### config.mk
export PLATFORM = sky130hd
export DESIGN_NAME = hs_fifo_buf
export DESIGN_NICKNAME = d
export VERILOG_FILES = /design/src/rtl/hs_fifo_buf.sv
export SDC_FILE = /design/constraint.sdc
export NUM_CORES = 1
export LEC_CHECK = 0
export ABC_AREA = 1
export BUFFER_PORTS_ARGS = -buffer_cell sky130_fd_sc_hd__buf_4
export CAP_MARGIN = 20
export CORE_ASPECT_RATIO = 2
export CORE_UTILIZATION = 30
export DETAILED_ROUTE_END_ITERATION = 8
export PLACE_DENSITY = 0.45
export REMOVE_ABC_BUFFERS = 1
export SETUP_SLACK_MARGIN = 0.2
export SKIP_CTS_REPAIR_TIMING = 1
export SYNTH_ARGS = -nofsm -noshare
export SYNTH_HDL_FRONTEND = slang
export SYNTH_SLANG_ARGS = --single-unit
export TNS_END_PERCENT = 20
### constraint.sdc
create_clock -name clk -period 3.8 [get_ports clk]
set_clock_uncertainty 0.15 [all_clocks]
set_input_delay 0 -clock clk [delete_from_list [all_inputs] [get_ports clk]]
set_output_delay 0 -clock clk [all_outputs]
set_load 0.1 [all_outputs]
### src/rtl/hs_fifo_buf.sv
// hs_fifo_buf: DEPTH-entry FIFO between two four-phase REQ/ACK handshakes.
// Incoming REQ/ACK pass through SYNC_STAGES flops; all outputs are registered.
module hs_fifo_buf #(
  parameter int WIDTH       = 32,
  parameter int DEPTH       = 4,
  parameter int SYNC_STAGES = 2
) (
  input  logic                       clk,
  input  logic                       rst,
  input  logic                       StoB_REQ,
  input  logic [WIDTH-1:0]           DI,
  output logic                       BtoS_ACK,
  output logic                       BtoR_REQ,
  output logic [WIDTH-1:0]           DO,
  input  logic                       RtoB_ACK,
  output logic [$clog2(DEPTH+1)-1:0] count
);

  localparam int CW = $clog2(DEPTH+1);
  localparam int PW = (DEPTH > 1) ? $clog2(DEPTH) : 1;

  localparam logic [0:0] S_IDLE  = 1'b0;
  localparam logic [0:0] S_ACK   = 1'b1;

  localparam logic [1:0] R_IDLE  = 2'd0;
  localparam logic [1:0] R_SETUP = 2'd1;
  localparam logic [1:0] R_REQ   = 2'd2;
  localparam logic [1:0] R_WAIT  = 2'd3;

  logic             req_s;
  logic             ack_s;

  logic [0:0]       sstate_q, sstate_d;
  logic [1:0]       rstate_q, rstate_d;
  logic             sack_q, sack_d;
  logic             rreq_q, rreq_d;
  logic [WIDTH-1:0] dout_q, dout_d;
  logic [PW-1:0]    wptr_q, wptr_d;
  logic [PW-1:0]    rptr_q, rptr_d;
  logic [CW-1:0]    count_q, count_d;
  logic [WIDTH-1:0] mem_q [DEPTH];

  logic             push;
  logic             pop;
  logic             full;
  logic             empty;

  generate
    if (SYNC_STAGES == 0) begin : g_nosync
      assign req_s = StoB_REQ;
      assign ack_s = RtoB_ACK;
    end else begin : g_sync
      logic [SYNC_STAGES-1:0] rsync_q, rsync_d;
      logic [SYNC_STAGES-1:0] async_q, async_d;

      always_comb begin
        rsync_d = (rsync_q << 1) | SYNC_STAGES'(StoB_REQ);
        async_d = (async_q << 1) | SYNC_STAGES'(RtoB_ACK);
      end

      always_ff @(posedge clk) begin
        if (rst) begin
          rsync_q <= '0;
          async_q <= '0;
        end else begin
          rsync_q <= rsync_d;
          async_q <= async_d;
        end
      end

      assign req_s = rsync_q[SYNC_STAGES-1];
      assign ack_s = async_q[SYNC_STAGES-1];
    end
  endgenerate

  function automatic logic [PW-1:0] ptr_inc(input logic [PW-1:0] p);
    return (p == PW'(DEPTH-1)) ? '0 : p + PW'(1);
  endfunction

  assign full  = (count_q == CW'(DEPTH));
  assign empty = (count_q == '0);

  always_comb begin
    sstate_d = sstate_q;
    sack_d   = sack_q;
    push     = 1'b0;
    unique case (sstate_q)
      S_IDLE: begin
        if (req_s && !full) begin
          push     = 1'b1;
          sack_d   = 1'b1;
          sstate_d = S_ACK;
        end
      end
      S_ACK: begin
        if (!req_s) begin
          sack_d   = 1'b0;
          sstate_d = S_IDLE;
        end
      end
    endcase
  end

  // DO is loaded one cycle ahead of BtoR_REQ so the receiver sees settled data
  always_comb begin
    rstate_d = rstate_q;
    rreq_d   = rreq_q;
    dout_d   = dout_q;
    pop      = 1'b0;
    unique case (rstate_q)
      R_IDLE: begin
        if (!empty && !ack_s) begin
          dout_d   = mem_q[rptr_q];
          rstate_d = R_SETUP;
        end
      end
      R_SETUP: begin
        rreq_d   = 1'b1;
        rstate_d = R_REQ;
      end
      R_REQ: begin
        if (ack_s) begin
          rreq_d   = 1'b0;
          pop      = 1'b1;
          rstate_d = R_WAIT;
        end
      end
      R_WAIT: begin
        if (!ack_s) rstate_d = R_IDLE;
      end
    endcase
  end

  always_comb begin
    wptr_d  = push ? ptr_inc(wptr_q) : wptr_q;
    rptr_d  = pop ? ptr_inc(rptr_q) : rptr_q;
    count_d = count_q;
    if (push && !pop) count_d = count_q + CW'(1);
    else if (pop && !push) count_d = count_q - CW'(1);
  end

  always_ff @(posedge clk) begin
    if (rst) begin
      sstate_q <= S_IDLE;
      rstate_q <= R_IDLE;
      sack_q   <= 1'b0;
      rreq_q   <= 1'b0;
      dout_q   <= '0;
      wptr_q   <= '0;
      rptr_q   <= '0;
      count_q  <= '0;
    end else begin
      sstate_q <= sstate_d;
      rstate_q <= rstate_d;
      sack_q   <= sack_d;
      rreq_q   <= rreq_d;
      dout_q   <= dout_d;
      wptr_q   <= wptr_d;
      rptr_q   <= rptr_d;
      count_q  <= count_d;
    end
  end

  always_ff @(posedge clk) begin
    if (!rst && push) mem_q[wptr_q] <= DI;
  end

  assign BtoS_ACK = sack_q;
  assign BtoR_REQ = rreq_q;
  assign DO       = dout_q;
  assign count    = count_q;

endmodule

==> results.cfg, run 1 <==
[outcome]
status = finished clean

[synthesis]
ys_types = 21
netlist_top_cells_area = edfxtp_1 55%, dfxtp_1 14%, nor2_1 12%
syn_avg_cell_area_um2 = 10.24
ys_ff_latch = 176
syn_inst = 685
yosysTopAreaCellShare_pct = 54.81
netlist_area_um2 = 7013
yosysSeqAreaShare_pct = 68.51
yosysTopAreaCell = edfxtp_1
yosys_warnings = 0

[global_routing]
grt-ovfl-total = 0
grt_util_met3_pct = 3.191
grt_max_degree = 67
grt_pass1_wl_mm = 24.67
grt.busiest_layer = met2
grt_pass1_vias = 4805
grt_usage_pct = 13.98
use_met2_pct = 26.21
grt.met1_usage_pct = 14.47
antenna_found_initial = 0

[clock_tree]
clk_pin_slew_ns = 0.07
cts_tree = done
insertion_delay_ns = 0.43
numCtsBuffers = 17
clockRootBuffer = clkbuf_16
htreeDepth = 4
cts.sinks = 176
cts_buffer_depth = 2

[drt]
drc_errors = 0
viasPerCell = 4.438
routedWlPerCell_um = 14.48
drtIter0Drc = 180
via_count = 4811
first_pass_iters = 4
wl_mm = 15.69
drtAntennaViolNets = 0

[floorplanning]
fp.coreArea_um2 = 22840
io_pins = 73
die_y_um = 218.2
die_area_um2 = 24030
fp.dieW_um = 110.1
initial_core_util_pct = 30.71
rows = 78

[finish]
diodes = 0
drive_gt1_share_pct = 14.68
area_growth_pct = 25.91
fin_area_um2 = 8830
final_cell_mix = 212 x nor2_1, 128 x edfxtp_1, 108 x nand2_1
nNetsFinal = 839
mostFrequentLayoutCell = nor2_1

[sta]
fmax_mhz = 394.8
finalHoldViolations = 0
tns_ns = 0
final-setup-viol-count = 0
drv_slew = 0
maxSlewHeadroom_pct = 29.75
fin_crit_ns = 2.533
period_share_pct = 66.66
rsz0062_at_grt = false
worst_pin_slew_ns = 1.051

[placement]
port_buffers = 72
dpl-instance-area_um2 = 7840
dp_hpwl_mm = 9.752
gp_congestion = 0.7394

[flow_run]
maxCapViolCount = 0

[min_path]
hold_path_depth = 2
hold_path.startpoint = DI[20]
min_path_type = in -> reg
holdPathEnd = mem_q[1][20]$_DFFE_PP_

[worst_setup_path]
r2r-start = count[0]$_SDFFE_PP0P_
end_kind = flip-flop
r2r-end = mem_q[1][7]$_DFFE_PP_
start_kind = flip-flop
arrival_ns = 2.52
cp_common_cell = nand2_1
cpPeakStageDelay_ns = 0.69
cp_slowest_cell = nor2_4
required_ns = 3.79
path_class = reg -> reg
critPathBufInv = 2
r2r_slack_ns = 1.27
r2r_cells = 7
path_delay_family = simple AND/OR/NAND/NOR gates
critical_path.max_fanout = 23
path_cells = nor2_1, nand2_1, nand3_1, inv_1, nand2_1, nor2_4, buf_4

[pwr]
power.density_nw_per_um2 = 625.8
power_leakage_uw = 0.003554
peakVddDrop_mv = 0.3080
## registers in the layout, summed over array words and instances (netlist names), 2 cells and up
signal and flops:
mem_q 128, DO 32, count 3, g_sync.async_q 2, g_sync.rsync_q 2, rptr_q 2, rstate_q 2, wptr_q 2
## through the flow
step | utilization [%] | instances | total power [uW] | hold slack (ns) | setup WS, ns
2_1_floorplan | - | 654 | 3380 | -0.07882 | 0.2399
3_3_place_gp | 34.24 | 1015 | 3698 | 0.05486 | 1.257
3_5_place_dp | 34.33 | 1016 | 3724 | 0.05903 | 1.179
4_1_cts | 37.01 | 1048 | 5562 | -0.4041 | 1.162
5_1_grt | 38.66 | 1084 | 5781 | 0.1500 | 1.031
6_report | 38.66 | 1084 | 5525 | 0.1613 | 1.267
## logic make-up (layout without fill, tap and decap cells)
group	after synthesis	after routing	share of synthesized area, %
DFF	176	176	68.51
AOI/OAI and AO/OA	79	79	5.674
buffers and inverters	88	207	5.673
and+or+nand+nor	329	329	17.77
xor gates and xnor gates	1	1	0.1249
adders and majority gates	12	12	2.248
## synthesized netlist by cell type, drive strengths merged
master and count:
a21oi 6, buf 28, clkbuf 3, clkinv 1, dfxtp 48, edfxtp 128, fa 1, ha 11
inv 56, nand2 108, nand3 5, nor2 216, o211ai 1, o21ai 72, xor2 1
## where the power goes
group	total (uW)	switching [uW]	internal (uW)
clock network	1830	717	1110
logic	1450	1100	352
registers	2250	67.7	2180
total	5530	1880	3640
## worst max-delay path by stage
| stage | startpoint | endpoint | cells after the start | slack [ns] |
|---|---|---|---|---|
| 2_1_floorplan | count[0]$_SDFFE_PP0P_ | mem_q[0][0]$_DFFE_PP_ | 6 | 0.24 |
| 3_3_place_gp | count[0]$_SDFFE_PP0P_ | mem_q[2][0]$_DFFE_PP_ | 6 | 1.26 |
| 3_5_place_dp | count[0]$_SDFFE_PP0P_ | mem_q[1][15]$_DFFE_PP_ | 7 | 1.18 |
| 4_1_cts | count[0]$_SDFFE_PP0P_ | mem_q[1][7]$_DFFE_PP_ | 7 | 1.16 |
| 5_1_grt | count[0]$_SDFFE_PP0P_ | mem_q[2][16]$_DFFE_PP_ | 6 | 1.03 |
| 6_report | count[0]$_SDFFE_PP0P_ | mem_q[1][7]$_DFFE_PP_ | 7 | 1.27 |
## per-layer routing
layer / up-vias / wire, um
met1: 2311 / 6331
met3: 18 / 456
met4: 0 / 310
met5: - / 0
li1: 2413 / -
met2: 69 / 8593
## area by class of cell
class                   instances  area, um^2
clock inverters                12       165.2
clock buffers                  20       446.7
repair buffers                118        1006
flip-flops and latches        176        4807
fillers                      2290       14010
multi-input cells             421        1841
inverters                      57       214.0
well taps                     280       350.3
No activity file was read; power rests on OpenSTA's default activity.
==> run 2, diff against run 1 <==
Settings changed: PLACE_DENSITY 0.45 to 0.47.
Clock period 3.8 ns to 2.2 ns, I/O delays scaled along.
==> results.cfg, run 2 (same netlist as run 1, synthesis figures left out) <==
[global_routing]
grt-ovfl-total = 0
grt_max_degree = 65
grt_usage_pct = 14.07
grt_pass1_vias = 4870
grt_pass1_wl_mm = 24.67
antenna_found_initial = 0

[pwr]
power_leakage_uw = 0.003606
power.density_nw_per_um2 = 1060
peakVddDrop_mv = 0.5075

[placement]
dp_hpwl_mm = 9.975
place_ws_ns = 0.07217
place_inst = 1023
dpl-instance-area_um2 = 7955
port_buffers = 72
gp_congestion = 0.7331

[floorplanning]
die_y_um = 218.2
fp.dieW_um = 110.1
io_pins = 73
die_area_um2 = 24030
initial_core_util_pct = 30.71
fp.coreArea_um2 = 22840
rows = 78

[sta]
fin_crit_ns = 2.019
period_share_pct = 91.78
rsz0062_at_grt = true
final-setup-viol-count = 0
worst_slack_ns = 0.1807
worst_pin_slew_ns = 0.5068
drv_slew = 0
fmax_mhz = 495.2
maxSlewHeadroom_pct = 66.21
finalHoldViolations = 0
tns_ns = 0

[finish]
post_layout_nonfiller_instances = 1092
drive_gt1_share_pct = 17.36
fin_area_um2 = 8945
final_cell_mix = 211 x nor2_1, 128 x edfxtp_1, 107 x nand2_1
area_growth_pct = 27.55
max_flop_register = mem_q
multi_input_area_um2 = 1856
largest_reg_flops = 128
diodes = 0
fill_cells = 2289
seq_area_um2 = 4813
nNetsFinal = 847
mostFrequentLayoutCell = nor2_1

[worst_setup_path]
arrival_ns = 2.23
critical_path.max_fanout = 4
path_class = reg -> reg
required_ns = 2.41
cp_common_cell = inv_1
start_kind = flip-flop
cpPeakStageDelay_ns = 0.38
end_kind = flip-flop
cp_slowest_cell = fa_1
path_delay_family = adder cells
path_cells = inv_1, ha_2, nand2_2, ha_2, inv_1, fa_1, inv_1, nand2_1, nand3_1, o21ai_0, a21oi_1
critPathBufInv = 3

[drt]
drtIter0Drc = 144
viasPerCell = 4.473
drc_errors = 0
routedWlPerCell_um = 14.47
first_pass_iters = 4
wl_mm = 15.80
drtAntennaViolNets = 0
via_count = 4885

[outcome]
status = finished clean

[clock_tree]
clockRootBuffer = clkbuf_16
htreeDepth = 4
numCtsBuffers = 17
cts_buffer_depth = 2
cts_tree = done
insertion_delay_ns = 0.44
cts.sinks = 176
clk_pin_slew_ns = 0.07

[min_path]
min_path_type = in -> reg

[flow_run]
maxCapViolCount = 0
## run 2: path summary, 6_finish.rpt
path                                                      to                         start  slack [ns]  cells after the start
worst max-delay path                   count[2]$_SDFFE_PP0P_      rstate_q[0]$_SDFFE_PP0P_        0.18                     11
worst min-delay path            g_sync.rsync_q[0]$_SDFF_PP0_                      StoB_REQ        0.16                      4
worst max register to register         count[2]$_SDFFE_PP0P_      rstate_q[0]$_SDFFE_PP0P_        0.18                     11
worst min register to register  g_sync.async_q[1]$_SDFF_PP0_  g_sync.async_q[0]$_SDFF_PP0_        0.27                      2
## run 2: area by class of cell
| cell class | instances | area share [%] |
|---|---|---|
| tap | 280 | 3.917 |
| inverter | 57 | 2.434 |
| clock inverter | 14 | 1.860 |
| sequential | 176 | 53.81 |
| timing repair buffer | 126 | 12.44 |
| multi-input combinational | 421 | 20.74 |
| clock buffer | 18 | 4.798 |
## run 2: metal layers
layer | vias to the layer above | global-route usage (%) | share of wire (%) | wire length [um]
met5 | - | 0 | 0 | 0
met4 | 0 | 6.798 | 2.2 | 342
met3 | 18 | 2.744 | 3.5 | 550
met2 | 83 | 26.71 | 56 | 8810
met1 | 2345 | 14.12 | 39 | 6102
li1 | 2439 | - | - | -
## run 2: metrics by stage
step,utilization [%],total power (uW),hold slack [ns]
after CTS,37.44,9532,-0.4127
final,39.17,9480,0.1578
after detailed placement,34.83,6462,0.06151
after global placement,34.83,6409,0.05331
after floorplan,-,5838,-0.07882
after global routing,39.17,9936,0.1528
## run 2: power by group
part	internal, uW	switching [uW]	leakage [uW]
Combinational	627	1920	0.00176
Clock	1790	1260	0.000294
Sequential	3770	120	0.00155
Total	6180	3300	0.00361
## run 2: worst reg2reg max path, stage by stage (launching register included)
cell and delay, ns:
dfxtp_2 0.36, inv_1 0.09, ha_2 0.21, nand2_2 0.08
ha_2 0.17, inv_1 0.06, fa_1 0.38, inv_1 0.07
nand2_1 0.05, nand3_1 0.09, o21ai_0 0.08, a21oi_1 0.15
==> run 3, diff against run 2 <==
Settings changed: CTS_BUF_LIST from default to sky130_fd_sc_hd__clkbuf_16.
==> results.cfg, run 3 (same netlist as run 1, synthesis figures left out) <==
[pwr]
seqPwrFrac_pct = 41.0
total_power_uw = 9478
power_leakage_uw = 0.003610
sw_frac_of_total_pct = 34.84
power_frac_clock_pct = 32.1
p_comb_share_pct = 26.8
peakVddDrop_mv = 0.5080
power.density_nw_per_um2 = 1060
internal_power_uw = 6175
switching_power_uw = 3302

[floorplanning]
rows = 78
die_y_um = 218.2
io_pins = 73
die_area_um2 = 24030
fp.coreArea_um2 = 22840
initial_core_util_pct = 30.71
fp.dieW_um = 110.1

[drt]
first_pass_iters = 4
routedWlPerCell_um = 14.47
drtAntennaViolNets = 0
dr.max_layer_used = met4
drc_errors = 0
wl_met2_mm = 8.807
via_count = 4890
dr_wl_met3_um = 566
met1_length_mm = 6.085
viasPerCell = 4.478
wl_mm = 15.80
drtIter0Drc = 144

[sta]
worst_pin_slew_ns = 0.5068
maxSlewHeadroom_pct = 66.21
finalHoldViolations = 0
final-setup-viol-count = 0
drv_slew = 0
period_share_pct = 91.80
rsz0062_at_grt = true
worst_slack_ns = 0.1804
fin_crit_ns = 2.020
fmax_mhz = 495.1

[clock_tree]
cts_tree = done
cts.sinks = 176
cts_buffer_depth = 2
htreeDepth = 4
clockRootBuffer = clkbuf_16
clk_pin_slew_ns = 0.07
insertion_delay_ns = 0.44
numCtsBuffers = 17

[worst_setup_path]
critical_path.max_fanout = 4
arrival_ns = 2.23
r2r-start = rstate_q[0]$_SDFFE_PP0P_
start_kind = flip-flop
end_kind = flip-flop
worstSetupStartpoint = rstate_q[0]$_SDFFE_PP0P_
required_ns = 2.41
path_class = reg -> reg

[global_routing]
grt_max_degree = 65
grt_usage_pct = 14.07
grt-ovfl-total = 0
antenna_found_initial = 0
grt_pass1_wl_mm = 24.67
grt_pass1_vias = 4870

[finish]
diodes = 0
mostFrequentLayoutCell = nor2_1
area_growth_pct = 27.55
largest_reg_flops = 128
nNetsFinal = 847
drive_gt1_share_pct = 17.36
max_flop_register = mem_q
final_cell_mix = 211 x nor2_1, 128 x edfxtp_1, 107 x nand2_1

[placement]
place_ws_ns = 0.07217
port_buffers = 72
gp_congestion = 0.7331
dp_hpwl_mm = 9.975

[flow_run]
maxCapViolCount = 0

[min_path]
min_path_type = in -> reg
hold_path.startpoint = StoB_REQ

[outcome]
status = finished clean
-- run 3: layer usage --
layer,up-vias,track usage (%)
li1,2439,-
met1,2346,14.12
met2,87,26.71
met3,18,2.744
met4,0,6.798
met5,-,0
-- run 3: final timing paths --
kind                                       end  slack, ns  cells past startpoint
setup / recovery         count[2]$_SDFFE_PP0P_       0.18                     11
hold / removal    g_sync.rsync_q[0]$_SDFF_PP0_       0.16                      4
setup reg to reg         count[2]$_SDFFE_PP0P_       0.18                     11
hold reg to reg   g_sync.async_q[1]$_SDFF_PP0_       0.27                      2
-- run 3: power groups by stage --
stage / clock network [uW] / registers, uW / logic [uW]
2_1_floorplan: 0 / 5140 / 697
3_3_place_gp: 0 / 3950 / 2460
3_5_place_dp: 0 / 3960 / 2510
4_1_cts: 3130 / 3890 / 2510
5_1_grt: 3260 / 3920 / 2750
6_report: 3050 / 3890 / 2540
-- run 3: metrics by stage --
stage | TNS [ns] | std cells | hold slack, ns | utilization (%) | cell area, um^2
floorplan | -193.94 | 654 | -0.07882 | - | 6829
global placement | 0 | 1023 | 0.05331 | 34.83 | 7955
detailed placement | 0 | 1023 | 0.06151 | 34.83 | 7955
CTS | 0 | 1055 | -0.4127 | 37.44 | 8551
global route | 0 | 1092 | 0.1528 | 39.17 | 8945
finish | 0 | 1092 | 0.1576 | 39.17 | 8945
-- run 3: critical path: stages (launching register included) --
cell and delay (ns):
dfxtp_2 0.36, inv_1 0.09, ha_2 0.21, nand2_2 0.08, ha_2 0.17, inv_1 0.06
fa_1 0.38, inv_1 0.07, nand2_1 0.05, nand3_1 0.09, o21ai_0 0.08, a21oi_1 0.15
-- run 3: cell type report --
| cell class | instances | area [um^2] |
|---|---|---|
| fill | 2289 | 13890 |
| multi-input combinational | 421 | 1856 |
| clock inverter | 15 | 170.2 |
| sequential | 176 | 4813 |
| tap | 280 | 350.3 |
| clock buffer | 17 | 425.4 |
| inverter | 57 | 217.7 |
| timing repair buffer | 126 | 1112 |
